==> config.mk <==
export PLATFORM = sky130hd
export DESIGN_NAME = inst_buf
export DESIGN_NICKNAME = d
export VERILOG_FILES = /design/src/rtl/inst_buf_pkg.sv /design/src/rtl/inst_buf_mem.sv /design/src/rtl/inst_buf.sv
export SDC_FILE = /design/constraint.sdc
export NUM_CORES = 1
export LEC_CHECK = 0
export CAP_MARGIN = 20
export CORE_MARGIN = 2
export CORE_UTILIZATION = 55
export DETAILED_ROUTE_END_ITERATION = 8
export HOLD_SLACK_MARGIN = 0.03
export PLACE_DENSITY = 0.82
export SETUP_SLACK_MARGIN = 0.02
export SYNTH_ARGS = -nofsm -noshare
export SYNTH_HDL_FRONTEND = slang
export SYNTH_SLANG_ARGS = --single-unit
==> constraint.sdc <==
create_clock -name clk -period 3.3 [get_ports clk]
set_input_delay 0.495 -clock clk [delete_from_list [all_inputs] [get_ports clk]]
set_output_delay 0.495 -clock clk [all_outputs]
set_load 0.1 [all_outputs]
==> src/rtl/inst_buf_pkg.sv <==
// Shared defaults and field layout for the instruction buffer.
// The optional INST_BUF_PARITY_EN macro is consumed by inst_buf.sv.
package inst_buf_pkg;

  localparam int DEF_INST_WIDTH = 32;
  localparam int DEF_DEPTH      = 4;
  localparam int DEF_OPC_WIDTH  = 8;
  localparam int DEF_IMME_WIDTH = 16;

  // Opcode is counted down from the instruction MSB, immediate up from the LSB.
  localparam int OPC_MSB_OFS = 0;
  localparam int IMME_LSB    = 0;

endpackage

==> src/rtl/inst_buf_mem.sv <==
// Instruction buffer storage: synchronous write, asynchronous read, no reset.
module inst_buf_mem #(
  parameter int DW    = 33,
  parameter int DEPTH = 4,
  parameter int AW    = $clog2(DEPTH)
) (
  input  logic          clk,
  input  logic          we,
  input  logic [AW-1:0] waddr,
  input  logic [DW-1:0] wdata,
  input  logic [AW-1:0] raddr,
  output logic [DW-1:0] rdata
);

  logic [DW-1:0] mem_r [DEPTH];

  // Storage write port.
  always_ff @(posedge clk) begin
    if (we) begin
      mem_r[waddr] <= wdata;
    end else begin
      mem_r[waddr] <= mem_r[waddr];
    end
  end

  assign rdata = mem_r[raddr];

endmodule

==> src/rtl/inst_buf.sv <==
// Instruction FIFO between fetch and decode with ack-pulsed push/pop handshakes.
// Define INST_BUF_PARITY_EN to store and check an even-parity bit per entry.
module inst_buf
  import inst_buf_pkg::*;
#(
  parameter int PA_INST_WIDTH = DEF_INST_WIDTH,
  parameter int PA_DEPTH      = DEF_DEPTH,
  parameter int PA_OPC_WIDTH  = DEF_OPC_WIDTH,
  parameter int PA_IMME_WIDTH = DEF_IMME_WIDTH
) (
  input  logic                       clk,
  input  logic                       rst_b,
  input  logic [PA_INST_WIDTH-1:0]   ir_in,
  input  logic                       ir_wr,
  output logic                       ir_wr_ack,
  input  logic                       dec_req,
  output logic                       dec_ack,
  input  logic                       flush,
  output logic [PA_INST_WIDTH-1:0]   instr_out,
  output logic [PA_OPC_WIDTH-1:0]    opcode,
  output logic [PA_IMME_WIDTH-1:0]   imme_out,
  output logic                       instr_valid,
  output logic                       full,
  output logic                       empty,
  output logic [$clog2(PA_DEPTH):0]  count,
  output logic                       par_err
);

  localparam int AW = $clog2(PA_DEPTH);
  localparam int CW = AW + 1;
`ifdef INST_BUF_PARITY_EN
  localparam int PW = 1;
`else
  localparam int PW = 0;
`endif
  localparam int MW = PA_INST_WIDTH + PW;

  logic [AW-1:0] wr_ptr_r, rd_ptr_r;
  logic [CW-1:0] count_r;
  logic          wr_ack_r, dec_ack_r, par_err_r;
  logic          push_s, pop_s, empty_s, full_s, par_bad_s;
  logic [MW-1:0] wdata_s, rdata_s;

`ifdef INST_BUF_PARITY_EN
  function automatic logic even_par(input logic [PA_INST_WIDTH-1:0] d);
    return ^d;
  endfunction
`endif

  // Handshake qualification; a pop frees the slot a same-edge push fills when full.
  always_comb begin
    empty_s = (count_r == {CW{1'b0}});
    full_s  = (count_r == CW'(PA_DEPTH));
    pop_s   = dec_req & ~empty_s & ~dec_ack_r & ~flush;
    push_s  = ir_wr & (~full_s | pop_s) & ~wr_ack_r & ~flush;
`ifdef INST_BUF_PARITY_EN
    wdata_s   = {even_par(ir_in), ir_in};
    par_bad_s = pop_s & (rdata_s[MW-1] != even_par(rdata_s[PA_INST_WIDTH-1:0]));
`else
    wdata_s   = ir_in;
    par_bad_s = 1'b0;
`endif
  end

  inst_buf_mem #(.DW(MW), .DEPTH(PA_DEPTH), .AW(AW)) u_mem (
    .clk   (clk),
    .we    (push_s),
    .waddr (wr_ptr_r),
    .wdata (wdata_s),
    .raddr (rd_ptr_r),
    .rdata (rdata_s)
  );

  // Pointers, occupancy, ack pulses and sticky parity error; flush overrides all.
  always_ff @(posedge clk or negedge rst_b) begin
    if (!rst_b) begin
      wr_ptr_r  <= {AW{1'b0}};
      rd_ptr_r  <= {AW{1'b0}};
      count_r   <= {CW{1'b0}};
      wr_ack_r  <= 1'b0;
      dec_ack_r <= 1'b0;
      par_err_r <= 1'b0;
    end else if (flush) begin
      wr_ptr_r  <= {AW{1'b0}};
      rd_ptr_r  <= {AW{1'b0}};
      count_r   <= {CW{1'b0}};
      wr_ack_r  <= 1'b0;
      dec_ack_r <= 1'b0;
      par_err_r <= 1'b0;
    end else begin
      wr_ack_r  <= push_s;
      dec_ack_r <= pop_s;
      par_err_r <= par_err_r | par_bad_s;
      if (push_s) wr_ptr_r <= wr_ptr_r + AW'(1);
      else        wr_ptr_r <= wr_ptr_r;
      if (pop_s)  rd_ptr_r <= rd_ptr_r + AW'(1);
      else        rd_ptr_r <= rd_ptr_r;
      case ({push_s, pop_s})
        2'b10:   count_r <= count_r + CW'(1);
        2'b01:   count_r <= count_r - CW'(1);
        default: count_r <= count_r;
      endcase
    end
  end

  assign instr_out   = rdata_s[PA_INST_WIDTH-1:0];
  assign opcode      = instr_out[PA_INST_WIDTH-1-OPC_MSB_OFS -: PA_OPC_WIDTH];
  assign imme_out    = instr_out[IMME_LSB +: PA_IMME_WIDTH];
  assign instr_valid = ~empty_s;
  assign empty       = empty_s;
  assign full        = full_s;
  assign count       = count_r;
  assign ir_wr_ack   = wr_ack_r;
  assign dec_ack     = dec_ack_r;
  assign par_err     = par_err_r;

endmodule

==> impl_results.html, run 1 <==
<table>
<tr><th>Metric</th><th>Value</th></tr>
<tr><th colspan="2">Place</th></tr>
<tr><td>Placer congestion estimate</td><td>~0.8</td></tr>
<tr><td>Detailed placer's ending HPWL</td><td>roughly 6600 um</td></tr>
<tr><td>PortBufs</td><td>100</td></tr>
<tr><th colspan="2">Global route</th></tr>
<tr><td>Number of global-route vias before repair</td><td>2965</td></tr>
<tr><td>Wire length of the first global-routing pass</td><td>approximately 17000 um</td></tr>
<tr><td>Grt ovf</td><td>0</td></tr>
<tr><td>GRT Overall Usage</td><td>between 20 and 25%</td></tr>
<tr><td>Number of antenna violations at the first check in global routing</td><td>0</td></tr>
<tr><td>Maximum number of pins on one net before global-route repair</td><td>33</td></tr>
<tr><th colspan="2">Timing</th></tr>
<tr><td>Number of hold-slack violations in the final timing report</td><td>0</td></tr>
<tr><td>RSZ-0062 raised after global routing</td><td>false</td></tr>
<tr><td>Least-Margin Pin Slew</td><td>0.959 ns</td></tr>
<tr><td>Highest attainable clock frequency</td><td>approximately 360 MHz</td></tr>
<tr><td>Final setup violation count</td><td>0</td></tr>
<tr><td>Count of pins over their slew limit</td><td>0</td></tr>
<tr><td>Final Skew</td><td>roughly 0.010 ns</td></tr>
<tr><td>Final period demand of the worst path</td><td>~2.8 ns</td></tr>
<tr><td>Setup TNS after final layout</td><td>0 ns</td></tr>
<tr><td>Worst hold slack after final layout</td><td>between 0.2 and 0.3 ns</td></tr>
<tr><td>Final cycle utilization of the critical path</td><td>a little over four fifths</td></tr>
<tr><td>Tightest slew margin relative to the limit</td><td>a little over a third</td></tr>
<tr><th colspan="2">Critical path</th></tr>
<tr><td>Crit path arrival time</td><td>2.27 ns</td></tr>
<tr><td>Max FO, Critical Path</td><td>24</td></tr>
<tr><td>Longest individual stage delay on the worst path</td><td>0.63 ns</td></tr>
<tr><td>Critical path start-end classification</td><td>flip-flop to output pin</td></tr>
<tr><td>Endpoint type of the worst setup path</td><td>output pin</td></tr>
<tr><td>Cell with the largest stage delay on the worst path</td><td>sky130_fd_sc_hd__mux4_2</td></tr>
<tr><td>Critical-path cell list</td><td>buf_12 -&gt; mux4_2 -&gt; buf_12</td></tr>
<tr><td>Crit start category</td><td>flip-flop</td></tr>
<tr><td>Data required time of the worst path</td><td>between 2 and 3 ns</td></tr>
<tr><td>Dominant cell type by count on the critical path</td><td>sky130_fd_sc_hd__buf_12</td></tr>
<tr><th colspan="2">Logic synthesis</th></tr>
<tr><td>Number of synthesized register bits</td><td>between 100 and 150</td></tr>
<tr><td>Number of distinct standard cells referenced by the synthesized netlist</td><td>36</td></tr>
<tr><td>Syn Nets</td><td>between 300 and 400</td></tr>
<tr><td>Gate count of the mapped netlist</td><td>264</td></tr>
<tr><td>Sequential fraction of the synthesis area</td><td>74.5%</td></tr>
<tr><td>Warnings, synthesis</td><td>0</td></tr>
<tr><td>Post-synth design cell area</td><td>5460 um^2</td></tr>
<tr><td>Syn avg cell area</td><td>20.7 um^2</td></tr>
<tr><th colspan="2">Clocking</th></tr>
<tr><td>TritonCTS Buffers</td><td>17</td></tr>
<tr><td>Clock tree from TritonCTS</td><td>built</td></tr>
<tr><td>Total number of H-tree levels</td><td>4</td></tr>
<tr><td>Clock buffer depth</td><td>2</td></tr>
<tr><td>Number of clock sinks</td><td>between 100 and 150</td></tr>
<tr><td>Count of buffers added by post-CTS timing repair for setup</td><td>0</td></tr>
<tr><td>Post-CTS Hold Fix Bufs</td><td>0</td></tr>
<tr><td>Clock slew at reported path FFs</td><td>approximately 0.060 ns</td></tr>
<tr><td>Count of cells resized by post-cts repair</td><td>0</td></tr>
<tr><td>Clock Tree Root</td><td>sky130_fd_sc_hd__clkbuf_8</td></tr>
<tr><td>Worst skew pair latency</td><td>0.53 ns</td></tr>
<tr><th colspan="2">Power and ir drop</th></tr>
<tr><td>Leakage power total</td><td>approximately 2.6 nW</td></tr>
<tr><td>Pwr dens</td><td>roughly 800 nW/um^2</td></tr>
<tr><td>Power dissipated by switching net loads</td><td>roughly 0.0024 W</td></tr>
<tr><td>Relative contribution of sequential cells to total power</td><td>roughly a third</td></tr>
<tr><td>Maximum vdd drop</td><td>around 0.88 mV</td></tr>
<tr><td>Part of the power in the clock network</td><td>28.5%</td></tr>
<tr><td>Cell-internal power</td><td>0.00378 W</td></tr>
<tr><td>Part of the power in combinational logic</td><td>around two fifths</td></tr>
<tr><td>Net switching fraction of the power</td><td>between 30% and 40%</td></tr>
<tr><th colspan="2">Routing</th></tr>
<tr><td>Mean number of vias per cell</td><td>approximately 5.5</td></tr>
<tr><td>DRC</td><td>0</td></tr>
<tr><td>Routed wirelength normalized by instance count</td><td>approximately 22 um</td></tr>
<tr><td>Total iterations of the first detailed-routing run</td><td>4</td></tr>
<tr><td>Total wirelength of the detailed-routed design</td><td>between 10000 and 15000 um</td></tr>
<tr><td>Number of vias after detailed routing</td><td>between 2000 and 3000</td></tr>
<tr><td>DRC marker count from the first detailed-route iteration</td><td>approximately 180</td></tr>
<tr><td>Antenna-violating nets left</td><td>0</td></tr>
<tr><th colspan="2">Cells and area</th></tr>
<tr><td>Post-layout nets</td><td>~400</td></tr>
<tr><td>Area growth, synth to finish</td><td>39.4%</td></tr>
<tr><td>Number of fill cells</td><td>about 460</td></tr>
<tr><td>Number of diodes</td><td>0</td></tr>
<tr><td>Layout cell share with drive strength beyond 1</td><td>40.7%</td></tr>
<tr><td>Commonest cells after routing, fill and taps aside</td><td>sky130_fd_sc_hd__edfxtp_1 (128), sky130_fd_sc_hd__buf_12 (60), sky130_fd_sc_hd__clkdlybuf4s50_1 (37), sky130_fd_sc_hd__mux4_2 (32), sky130_fd_sc_hd__clkbuf_16 (16)</td></tr>
<tr><td>Leading cell type in the layout, fill and taps excluded</td><td>sky130_fd_sc_hd__edfxtp_1</td></tr>
<tr><th colspan="2">Hold path</th></tr>
<tr><td>Hold WC Path Type</td><td>input pin to async pin</td></tr>
<tr><th colspan="2">Floorplan</th></tr>
<tr><td>Width of the die</td><td>approximately 100 um</td></tr>
<tr><td>Std cell rows</td><td>36</td></tr>
<tr><td>I/O pin count</td><td>102</td></tr>
<tr><td>CORE AREA</td><td>9680 um^2</td></tr>
<tr><td>Total die area</td><td>10700 um^2</td></tr>
<tr><td>Die span in y</td><td>104 um</td></tr>
<tr><td>Effective utilization at floorplan</td><td>a little under three fifths</td></tr>
<tr><th colspan="2">Flow run</th></tr>
<tr><td>MaxCap Viol Count</td><td>0</td></tr>
<tr><th colspan="2">Status</th></tr>
<tr><td>Result of the run</td><td>finished clean</td></tr>
</table>
## cells in the mapped netlist
cell / count / area, um^2
sky130_fd_sc_hd__buf_2: 6 / 30.0
sky130_fd_sc_hd__inv_1: 4 / 15.0
sky130_fd_sc_hd__dfrtp_1: 9 / 225
sky130_fd_sc_hd__o2111ai_1: 1 / 8.76
sky130_fd_sc_hd__and2_2: 1 / 7.51
sky130_fd_sc_hd__nor2b_1: 2 / 12.5
sky130_fd_sc_hd__ha_1: 4 / 50.1
sky130_fd_sc_hd__xnor2_1: 4 / 35.0
sky130_fd_sc_hd__a211o_1: 1 / 8.76
sky130_fd_sc_hd__and3_2: 4 / 30.0
sky130_fd_sc_hd__nor2_1: 8 / 30.0
sky130_fd_sc_hd__nand2_1: 3 / 11.3
sky130_fd_sc_hd__a31oi_4: 1 / 21.3
sky130_fd_sc_hd__xor2_1: 2 / 17.5
sky130_fd_sc_hd__o21ai_0: 2 / 10.0
sky130_fd_sc_hd__fa_1: 1 / 20.0
sky130_fd_sc_hd__nand3_1: 4 / 20.0
sky130_fd_sc_hd__mux4_2: 32 / 721
sky130_fd_sc_hd__edfxtp_1: 128 / 3840
sky130_fd_sc_hd__nand2b_1: 1 / 6.26
sky130_fd_sc_hd__buf_4: 25 / 188
sky130_fd_sc_hd__nor3_1: 3 / 15.0
sky130_fd_sc_hd__or3_1: 1 / 6.26
sky130_fd_sc_hd__nand4_1: 2 / 12.5
sky130_fd_sc_hd__or3b_4: 1 / 11.3
sky130_fd_sc_hd__and2_1: 1 / 6.26
sky130_fd_sc_hd__conb_1: 1 / 3.75
sky130_fd_sc_hd__mux2i_1: 1 / 10.0
sky130_fd_sc_hd__and3_1: 1 / 6.26
sky130_fd_sc_hd__nor3b_4: 1 / 18.8
sky130_fd_sc_hd__a2111oi_2: 1 / 15.0
sky130_fd_sc_hd__o221ai_1: 1 / 8.76
sky130_fd_sc_hd__o21ai_1: 1 / 5.00
sky130_fd_sc_hd__a21oi_1: 1 / 5.00
sky130_fd_sc_hd__buf_6: 1 / 11.3
sky130_fd_sc_hd__clkbuf_1: 4 / 15.0
## cell families (layout without fill, tap and decap cells)
family | after synthesis | count (layout) | share of synthesized area (%)
muxes | 33 | 33 | 13.4
and+or+nand+nor | 33 | 33 | 3.55
AOI/OAI and AO/OA | 9 | 9 | 1.51
buffers and inverters | 40 | 145 | 4.74
other | 1 | 1 | 0.0687
xor gates and xnor gates | 6 | 6 | 0.962
DFF | 137 | 137 | 74.5
adders and majority gates | 5 | 5 | 1.28
## power by group through the flow
stage	sequential (W)	combinational, W	clock (W)
after floorplan	0.00209	0.00159	0
after global placement	0.00206	0.00236	0
after detailed placement	0.00206	0.00238	0
after CTS	0.00203	0.00239	0.00178
after global routing	0.00204	0.00243	0.00186
final	0.00203	0.00238	0.00176
## routing by layer
layer,GRT usage (%),vias to the layer above,wire (um)
li1,-,1224,-
met1,28.4,1409,4260
met2,34.9,126,5760
met3,6.86,11,660
met4,6.85,0,129
met5,0,-,0
## final timing paths
path	start	to	slack, ns	cells after the start
worst max-delay path	rd_ptr_r[0]	imme_out[14]	0.54	3
worst max register to register	count[2]	count[1]	0.95	7
worst min register to register	rd_ptr_r[1]	rd_ptr_r[1]	0.56	2
min in group clk	rd_ptr_r[1]	rd_ptr_r[1]	0.56	2
worst min-delay path	rst_b	dec_ack	0.28	1
max in group asynchronous	rst_b	rd_ptr_r[0]	2.69	1
## stage by stage
stage / area (um^2) / utilization (%) / std cells / power (W) / setup slack (ns)
3_5_place_dp: 7060 / 72.9 / 470 / 0.00445 / 0.632
6_report: 7610 / 78.6 / 502 / 0.00617 / 0.535
2_1_floorplan: 5470 / - / 264 / 0.00369 / 0.206
3_3_place_gp: 7060 / 72.9 / 470 / 0.00442 / 0.687
5_1_grt: 7610 / 78.6 / 502 / 0.00633 / 0.411
4_1_cts: 7610 / 78.6 / 502 / 0.00620 / 0.480
## critical path: cells and delay by family, from the launching register on
family | cells | cell delay, ns
mux | 1 | 0.63
flops | 1 | 0.61
buf+inv | 2 | 0.49
## flip-flops by register name, indices dropped and copies added (netlist names)
| name | count |
|---|---|
| count | 3 |
| dec_ack | 1 |
| ir_wr_ack | 1 |
| rd_ptr_r | 2 |
| u_mem.mem_r | 128 |
| wr_ptr_r | 2 |
## area by class of cell
| type | instances | area [um^2] | area share, % |
|---|---|---|---|
| multi-input cells | 87 | 1130 | 14.9 |
| repair buffers | 109 | 1660 | 21.8 |
| inverters | 4 | 18.8 | 0.247 |
| clock buffers | 17 | 414 | 5.44 |
| clock inverters | 15 | 141 | 1.86 |
| well taps | 133 | 166 | 2.19 |
| flip-flops and latches | 137 | 4070 | 53.5 |
Note: power is estimated with default switching activity, not from simulation.
==> inputs of run 2 (changes only) <==
--- a/config.mk
+++ b/config.mk
@@ -7,10 +7,10 @@
 export LEC_CHECK = 0
 export CAP_MARGIN = 20
 export CORE_MARGIN = 2
-export CORE_UTILIZATION = 55
+export CORE_UTILIZATION = 52
 export DETAILED_ROUTE_END_ITERATION = 8
 export HOLD_SLACK_MARGIN = 0.03
-export PLACE_DENSITY = 0.82
+export PLACE_DENSITY = 0.78
 export SETUP_SLACK_MARGIN = 0.02
 export SYNTH_ARGS = -nofsm -noshare
 export SYNTH_HDL_FRONTEND = slang
==> constraint.sdc (replaced) <==
create_clock -name clk -period 2.81 [get_ports clk]
set_input_delay 0.4215 -clock clk [delete_from_list [all_inputs] [get_ports clk]]
set_output_delay 0.4215 -clock clk [all_outputs]
set_load 0.1 [all_outputs]
==> impl_results.html, run 2 (synthesis gave the netlist of run 1 again) <==
<table>
<tr><th>Metric</th><th>Value</th></tr>
<tr><th colspan="2">Timing</th></tr>
<tr><td>Worst Slack Setup Final</td><td>0.188 ns</td></tr>
<tr><td>Number of hold-slack violations in the final timing report</td><td>0</td></tr>
<tr><td>Final cycle utilization of the critical path</td><td>93.3%</td></tr>
<tr><td>Setup TNS after final layout</td><td>0 ns</td></tr>
<tr><td>Final setup violation count</td><td>0</td></tr>
<tr><td>Final period demand of the worst path</td><td>approximately 2.6 ns</td></tr>
<tr><td>RSZ-0062 raised after global routing</td><td>false</td></tr>
<tr><td>Count of pins over their slew limit</td><td>0</td></tr>
<tr><td>Highest attainable clock frequency</td><td>about 380 MHz</td></tr>
<tr><td>Final Skew</td><td>about 0.009 ns</td></tr>
<tr><th colspan="2">Critical path</th></tr>
<tr><td>Worst R2R Start</td><td>count[1]</td></tr>
<tr><td>CP top delay family</td><td>flip-flops</td></tr>
<tr><td>Critical Path Source</td><td>rd_ptr_r[0]</td></tr>
<tr><td>R2R depth</td><td>7</td></tr>
<tr><td>Max FO, Critical Path</td><td>12</td></tr>
<tr><td>Critical-path cell list</td><td>buf_12 -&gt; mux4_2 -&gt; buf_12</td></tr>
<tr><td>Capture point of the critical path</td><td>imme_out[5]</td></tr>
<tr><td>Dominant cell type by count on the critical path</td><td>sky130_fd_sc_hd__buf_12</td></tr>
<tr><td>Data required time of the worst path</td><td>between 2 and 2.5 ns</td></tr>
<tr><td>Crit path arrival time</td><td>2.20 ns</td></tr>
<tr><td>Endpoint type of the worst setup path</td><td>output pin</td></tr>
<tr><td>Longest individual stage delay on the worst path</td><td>around 0.65 ns</td></tr>
<tr><td>Crit start category</td><td>flip-flop</td></tr>
<tr><td>WP depth</td><td>3</td></tr>
<tr><td>Cell with the largest stage delay on the worst path</td><td>sky130_fd_sc_hd__dfrtp_2</td></tr>
<tr><td>Critical path start-end classification</td><td>flip-flop to output pin</td></tr>
<tr><td>RR Endpoint</td><td>count[1]</td></tr>
<tr><td>R2R setup slack</td><td>0.65 ns</td></tr>
<tr><td>Bufs and invs on worst path</td><td>2</td></tr>
<tr><th colspan="2">Cells and area</th></tr>
<tr><td>Number of fill cells</td><td>around 600</td></tr>
<tr><td>Register name with the most flops</td><td>u_mem.mem_r</td></tr>
<tr><td>Area growth, synth to finish</td><td>40.3%</td></tr>
<tr><td>Leading cell type in the layout, fill and taps excluded</td><td>sky130_fd_sc_hd__edfxtp_1</td></tr>
<tr><td>Seq. cell area</td><td>4080 um^2</td></tr>
<tr><td>Flip-flop count of the largest register, all copies and words added</td><td>approximately 130</td></tr>
<tr><td>Number of diodes</td><td>0</td></tr>
<tr><td>Layout cell share with drive strength beyond 1</td><td>approximately 41%</td></tr>
<tr><td>Total area of multi-input combinational cells</td><td>1140 um^2</td></tr>
<tr><td>Final Instance Count excl. Fillers</td><td>505</td></tr>
<tr><td>Commonest cells after routing, fill and taps aside</td><td>sky130_fd_sc_hd__edfxtp_1 (128), sky130_fd_sc_hd__buf_12 (62), sky130_fd_sc_hd__clkdlybuf4s50_1 (36), sky130_fd_sc_hd__mux4_2 (32), sky130_fd_sc_hd__clkbuf_16 (16)</td></tr>
<tr><td>Post-layout nets</td><td>between 300 and 400</td></tr>
<tr><th colspan="2">Place</th></tr>
<tr><td>Placed cell count</td><td>about 470</td></tr>
<tr><td>PortBufs</td><td>100</td></tr>
<tr><td>Detailed placer's ending HPWL</td><td>6480 um</td></tr>
<tr><td>Post-Place Worst Slack</td><td>~0.36 ns</td></tr>
<tr><td>Placer congestion estimate</td><td>~0.80</td></tr>
<tr><th colspan="2">Floorplan</th></tr>
<tr><td>Total die area</td><td>approximately 11000 um^2</td></tr>
<tr><td>I/O pin count</td><td>slightly above 100</td></tr>
<tr><td>CORE AREA</td><td>10300 um^2</td></tr>
<tr><td>Std cell rows</td><td>37</td></tr>
<tr><td>Die span in y</td><td>roughly 110 um</td></tr>
<tr><td>Width of the die</td><td>~110 um</td></tr>
<tr><td>Effective utilization at floorplan</td><td>53.1%</td></tr>
<tr><th colspan="2">Global route</th></tr>
<tr><td>GRT Overall Usage</td><td>between 20% and 30%</td></tr>
<tr><td>Number of antenna violations at the first check in global routing</td><td>0</td></tr>
<tr><td>Grt ovf</td><td>0</td></tr>
<tr><td>Maximum number of pins on one net before global-route repair</td><td>33</td></tr>
<tr><td>Number of global-route vias before repair</td><td>slightly above 3000</td></tr>
<tr><td>Wire length of the first global-routing pass</td><td>approximately 17000 um</td></tr>
<tr><th colspan="2">Clocking</th></tr>
<tr><td>Worst skew pair latency</td><td>roughly 0.52 ns</td></tr>
<tr><td>TritonCTS Buffers</td><td>17</td></tr>
<tr><td>Post-CTS Hold Fix Bufs</td><td>0</td></tr>
<tr><td>Total number of H-tree levels</td><td>4</td></tr>
<tr><td>Count of buffers added by post-CTS timing repair for setup</td><td>0</td></tr>
<tr><td>Count of cells resized by post-cts repair</td><td>0</td></tr>
<tr><td>Clock slew at reported path FFs</td><td>around 0.060 ns</td></tr>
<tr><td>Clock tree from TritonCTS</td><td>built</td></tr>
<tr><td>Number of clock sinks</td><td>between 100 and 150</td></tr>
<tr><td>Clock buffer depth</td><td>2</td></tr>
<tr><td>Clock Tree Root</td><td>sky130_fd_sc_hd__clkbuf_8</td></tr>
<tr><th colspan="2">Routing</th></tr>
<tr><td>Mean number of vias per cell</td><td>roughly 5.6</td></tr>
<tr><td>Total wirelength of the detailed-routed design</td><td>approximately 11000 um</td></tr>
<tr><td>Number of vias after detailed routing</td><td>between 2000 and 3000</td></tr>
<tr><td>Total iterations of the first detailed-routing run</td><td>4</td></tr>
<tr><td>Antenna-violating nets left</td><td>0</td></tr>
<tr><td>DRC</td><td>0</td></tr>
<tr><td>DRC marker count from the first detailed-route iteration</td><td>114</td></tr>
<tr><td>Routed wirelength normalized by instance count</td><td>21.3 um</td></tr>
<tr><th colspan="2">Status</th></tr>
<tr><td>Result of the run</td><td>finished clean</td></tr>
<tr><th colspan="2">Hold path</th></tr>
<tr><td>Hold WC Path Type</td><td>input pin to async pin</td></tr>
<tr><th colspan="2">Flow run</th></tr>
<tr><td>MaxCap Viol Count</td><td>0</td></tr>
<tr><th colspan="2">Power and ir drop</th></tr>
<tr><td>Leakage power total</td><td>roughly 2.6 nW</td></tr>
<tr><td>Maximum vdd drop</td><td>roughly 0.65 mV</td></tr>
<tr><td>Design Power</td><td>around 0.0073 W</td></tr>
<tr><td>Pwr dens</td><td>roughly 950 nW/um^2</td></tr>
</table>
[run 2: worst reg2reg max path: cells and delay by family (launching register included)]
kind                     cells  cell delay (ns)
flip-flops                   1             0.53
buffers and inverters        1             0.10
adder cells (fa/ha/maj)      1             0.47
AO/OA/AOI/OAI                3             0.49
AND/OR/NAND/NOR              2             0.48
[run 2: cell type report]
cell class	instances	area share [%]
Timing Repair Buffer	109	22.0
Tap cell	136	2.22
Clock inverter	13	1.91
Sequential cell	137	53.3
Clock buffer	19	5.50
Multi-Input combinational cell	87	14.9
Inverter	4	0.245
[run 2: how the worst min path moves through the flow]
stage                            from     endpoint  depth (start not counted)
final                           rst_b  rd_ptr_r[1]                          1
after global placement    wr_ptr_r[1]  wr_ptr_r[1]                          2
after detailed placement  wr_ptr_r[1]  wr_ptr_r[1]                          2
after floorplan                 rst_b     count[2]                          0
after global routing            rst_b  rd_ptr_r[1]                          1
after CTS                       rst_b  wr_ptr_r[0]                          1
[run 2: power breakdown]
group / internal (W) / leakage [nW] / switching (W)
Combinational: 0.000958 / 1.11 / 0.00184
Clock: 0.00127 / 0.261 / 0.000839
Sequential: 0.00232 / 1.27 / 0.0000799
Total: 0.00454 / 2.65 / 0.00276
[run 2: per-layer routing]
metal | global-route usage [%] | vias up | part of all wire, %
li1 | - | 1223 | -
met1 | 25.1 | 1465 | 39
met2 | 35.0 | 107 | 53
met3 | 7.11 | 11 | 6.2
met4 | 5.94 | 0 | 0.95
met5 | 0 | - | 0
[run 2: stage by stage]
stage	util [%]	cell area, um^2	hold slack, ns
global placement	69.0	7090	0.576
global route	74.5	7660	0.242
detailed placement	69.0	7090	0.587
floorplan	-	5480	0.126
CTS	74.5	7660	0.212
finish	74.5	7660	0.214
==> inputs of run 3 (changes only) <==
--- a/config.mk
+++ b/config.mk
@@ -7,10 +7,10 @@
 export LEC_CHECK = 0
 export CAP_MARGIN = 20
 export CORE_MARGIN = 2
-export CORE_UTILIZATION = 52
+export CORE_UTILIZATION = 40
 export DETAILED_ROUTE_END_ITERATION = 8
 export HOLD_SLACK_MARGIN = 0.03
-export PLACE_DENSITY = 0.78
+export PLACE_DENSITY = 0.62
 export SETUP_SLACK_MARGIN = 0.02
 export SYNTH_ARGS = -nofsm -noshare
 export SYNTH_HDL_FRONTEND = slang
==> impl_results.html, run 3 (synthesis gave the netlist of run 1 again) <==
<table>
<tr><th>Metric</th><th>Value</th></tr>
<tr><th colspan="2">Floorplan</th></tr>
<tr><td>Width of the die</td><td>around 120 um</td></tr>
<tr><td>Effective utilization at floorplan</td><td>41.1%</td></tr>
<tr><td>CORE AREA</td><td>about 13000 um^2</td></tr>
<tr><td>I/O pin count</td><td>between 100 and 150</td></tr>
<tr><td>Std cell rows</td><td>42</td></tr>
<tr><td>Die span in y</td><td>121 um</td></tr>
<tr><td>Total die area</td><td>~15000 um^2</td></tr>
<tr><th colspan="2">Power and ir drop</th></tr>
<tr><td>Cell-internal power</td><td>~0.0046 W</td></tr>
<tr><td>Net switching fraction of the power</td><td>between 30% and 40%</td></tr>
<tr><td>Pwr dens</td><td>roughly 940 nW/um^2</td></tr>
<tr><td>Power dissipated by switching net loads</td><td>between 0.002 and 0.003 W</td></tr>
<tr><td>Design Power</td><td>between 0.007 and 0.008 W</td></tr>
<tr><td>Part of the power in the clock network</td><td>between 20% and 30%</td></tr>
<tr><td>Part of the power in combinational logic</td><td>38.6%</td></tr>
<tr><td>Relative contribution of sequential cells to total power</td><td>roughly a third</td></tr>
<tr><td>Maximum vdd drop</td><td>approximately 0.53 mV</td></tr>
<tr><td>Leakage power total</td><td>around 2.7 nW</td></tr>
<tr><th colspan="2">Critical path</th></tr>
<tr><td>Bufs and invs on worst path</td><td>2</td></tr>
<tr><td>Critical path start-end classification</td><td>flip-flop to output pin</td></tr>
<tr><td>CP top delay family</td><td>multiplexers</td></tr>
<tr><td>Crit path arrival time</td><td>about 2.0 ns</td></tr>
<tr><td>Cell with the largest stage delay on the worst path</td><td>sky130_fd_sc_hd__mux4_2</td></tr>
<tr><td>Critical-path cell list</td><td>buf_4 -&gt; mux4_2 -&gt; buf_12</td></tr>
<tr><td>Endpoint type of the worst setup path</td><td>output pin</td></tr>
<tr><td>WP depth</td><td>3</td></tr>
<tr><td>R2R setup slack</td><td>roughly 0.67 ns</td></tr>
<tr><td>Crit start category</td><td>flip-flop</td></tr>
<tr><td>Longest individual stage delay on the worst path</td><td>0.66 ns</td></tr>
<tr><td>RR Endpoint</td><td>count[1]</td></tr>
<tr><td>Max FO, Critical Path</td><td>14</td></tr>
<tr><td>R2R depth</td><td>7</td></tr>
<tr><td>Data required time of the worst path</td><td>2.39 ns</td></tr>
<tr><td>Worst R2R Start</td><td>count[2]</td></tr>
<tr><th colspan="2">Cells and area</th></tr>
<tr><td>Area growth, synth to finish</td><td>41.6%</td></tr>
<tr><td>Commonest cells after routing, fill and taps aside</td><td>sky130_fd_sc_hd__edfxtp_1 (128), sky130_fd_sc_hd__buf_12 (61), sky130_fd_sc_hd__clkdlybuf4s50_1 (36), sky130_fd_sc_hd__mux4_2 (32), sky130_fd_sc_hd__clkbuf_16 (17)</td></tr>
<tr><td>Flip-flop count of the largest register, all copies and words added</td><td>between 100 and 150</td></tr>
<tr><td>Number of diodes</td><td>0</td></tr>
<tr><td>Layout cell share with drive strength beyond 1</td><td>a little over two fifths</td></tr>
<tr><td>Register name with the most flops</td><td>u_mem.mem_r</td></tr>
<tr><td>Leading cell type in the layout, fill and taps excluded</td><td>sky130_fd_sc_hd__edfxtp_1</td></tr>
<tr><td>Post-layout nets</td><td>between 400 and 500</td></tr>
<tr><td>Final cell area excluding filler cells</td><td>7730 um^2</td></tr>
<tr><th colspan="2">Routing</th></tr>
<tr><td>Routed wirelength normalized by instance count</td><td>18.7 um</td></tr>
<tr><td>DRC</td><td>0</td></tr>
<tr><td>Total iterations of the first detailed-routing run</td><td>4</td></tr>
<tr><td>DRC marker count from the first detailed-route iteration</td><td>approximately 140</td></tr>
<tr><td>Antenna-violating nets left</td><td>0</td></tr>
<tr><td>Number of vias after detailed routing</td><td>2717</td></tr>
<tr><td>Mean number of vias per cell</td><td>~5.0</td></tr>
<tr><td>Total wirelength of the detailed-routed design</td><td>10200 um</td></tr>
<tr><th colspan="2">Place</th></tr>
<tr><td>Detailed placer's ending HPWL</td><td>6840 um</td></tr>
<tr><td>Post-Place Worst Slack</td><td>a little under 0.3 ns</td></tr>
<tr><td>Placer congestion estimate</td><td>roughly 0.82</td></tr>
<tr><td>Post-detailed-placement cell area</td><td>between 7000 and 8000 um^2</td></tr>
<tr><td>PortBufs</td><td>100</td></tr>
<tr><th colspan="2">Clocking</th></tr>
<tr><td>Total number of H-tree levels</td><td>4</td></tr>
<tr><td>Clock Tree Root</td><td>sky130_fd_sc_hd__clkbuf_16</td></tr>
<tr><td>Post-CTS Hold Fix Bufs</td><td>0</td></tr>
<tr><td>Number of clock sinks</td><td>between 100 and 150</td></tr>
<tr><td>Clock slew at reported path FFs</td><td>around 0.06 ns</td></tr>
<tr><td>Count of buffers added by post-CTS timing repair for setup</td><td>0</td></tr>
<tr><td>Count of cells resized by post-cts repair</td><td>0</td></tr>
<tr><td>Worst skew pair latency</td><td>a little over 0.4 ns</td></tr>
<tr><td>Clock tree from TritonCTS</td><td>built</td></tr>
<tr><td>Clock buffer depth</td><td>2</td></tr>
<tr><td>TritonCTS Buffers</td><td>17</td></tr>
<tr><th colspan="2">Timing</th></tr>
<tr><td>Final setup violation count</td><td>0</td></tr>
<tr><td>RSZ-0062 raised after global routing</td><td>false</td></tr>
<tr><td>Count of pins over their slew limit</td><td>0</td></tr>
<tr><td>Number of hold-slack violations in the final timing report</td><td>0</td></tr>
<tr><td>Highest attainable clock frequency</td><td>420 MHz</td></tr>
<tr><td>Worst hold slack after final layout</td><td>~0.32 ns</td></tr>
<tr><td>Final period demand of the worst path</td><td>approximately 2.4 ns</td></tr>
<tr><td>Worst Slack Setup Final</td><td>approximately 0.43 ns</td></tr>
<tr><td>Setup TNS after final layout</td><td>0 ns</td></tr>
<tr><td>Final cycle utilization of the critical path</td><td>84.8%</td></tr>
<tr><td>Final Skew</td><td>between 0.007 and 0.008 ns</td></tr>
<tr><th colspan="2">Global route</th></tr>
<tr><td>Number of antenna violations at the first check in global routing</td><td>0</td></tr>
<tr><td>Number of global-route vias before repair</td><td>~2900</td></tr>
<tr><td>Wire length of the first global-routing pass</td><td>roughly 16000 um</td></tr>
<tr><td>Grt ovf</td><td>0</td></tr>
<tr><td>Maximum number of pins on one net before global-route repair</td><td>21</td></tr>
<tr><td>GRT Overall Usage</td><td>14.8%</td></tr>
<tr><th colspan="2">Status</th></tr>
<tr><td>Result of the run</td><td>finished clean</td></tr>
<tr><th colspan="2">Hold path</th></tr>
<tr><td>Hold WC Path Type</td><td>input pin to async pin</td></tr>
<tr><th colspan="2">Flow run</th></tr>
<tr><td>MaxCap Viol Count</td><td>0</td></tr>
</table>
-- run 3: cell types whose count changed in the layout (fill, tap and decap cells not counted), sizes merged --
cell    before  now
buf         73   77
clkinv       4    3
clkbuf      19   17
inv          5    7
-- run 3: metrics by stage --
step | cells | utilization [%]
6_report | 548 | 58.2
5_1_grt | 548 | 58.2
4_1_cts | 548 | 58.2
3_5_place_dp | 517 | 53.8
3_3_place_gp | 517 | 53.8
2_1_floorplan | 264 | -
-- run 3: worst max path at each step --
stage	startpoint	to
4_1_cts	rd_ptr_r[0]	instr_out[9]
3_3_place_gp	dec_req	u_mem.mem_r[3][24]
3_5_place_dp	dec_req	u_mem.mem_r[1][24]
6_report	rd_ptr_r[0]	instr_out[9]
5_1_grt	rd_ptr_r[0]	instr_out[9]
2_1_floorplan	count[2]	count[1]
-- run 3: layout make-up --
type                            count  area (um^2)
Clock inverter                     14          148
Inverter                            4         18.8
Sequential cell                   137         4080
Tap cell                          176          220
Timing Repair Buffer              113         1700
Fill cell                         978         5560
Clock buffer                       17          425
Multi-Input combinational cell     87         1140
-- run 3: per-layer routing --
layer	GRT usage, %	routed length, um	up-vias	share of wire (%)
li1	-	-	1225	-
met1	19.0	4330	1376	42
met2	23.0	4940	100	48
met3	5.36	783	16	7.7
met4	5.96	167	0	1.6
met5	0	0	-	0
-- run 3: power by group through the flow --
stage               clock [W]  combinational (W)  sequential [W]
CTS                   0.00215            0.00284         0.00237
global route          0.00224            0.00290         0.00238
finish                0.00211            0.00281         0.00237
detailed placement          0            0.00283         0.00241
floorplan                   0            0.00187         0.00246
global placement            0            0.00282         0.00241
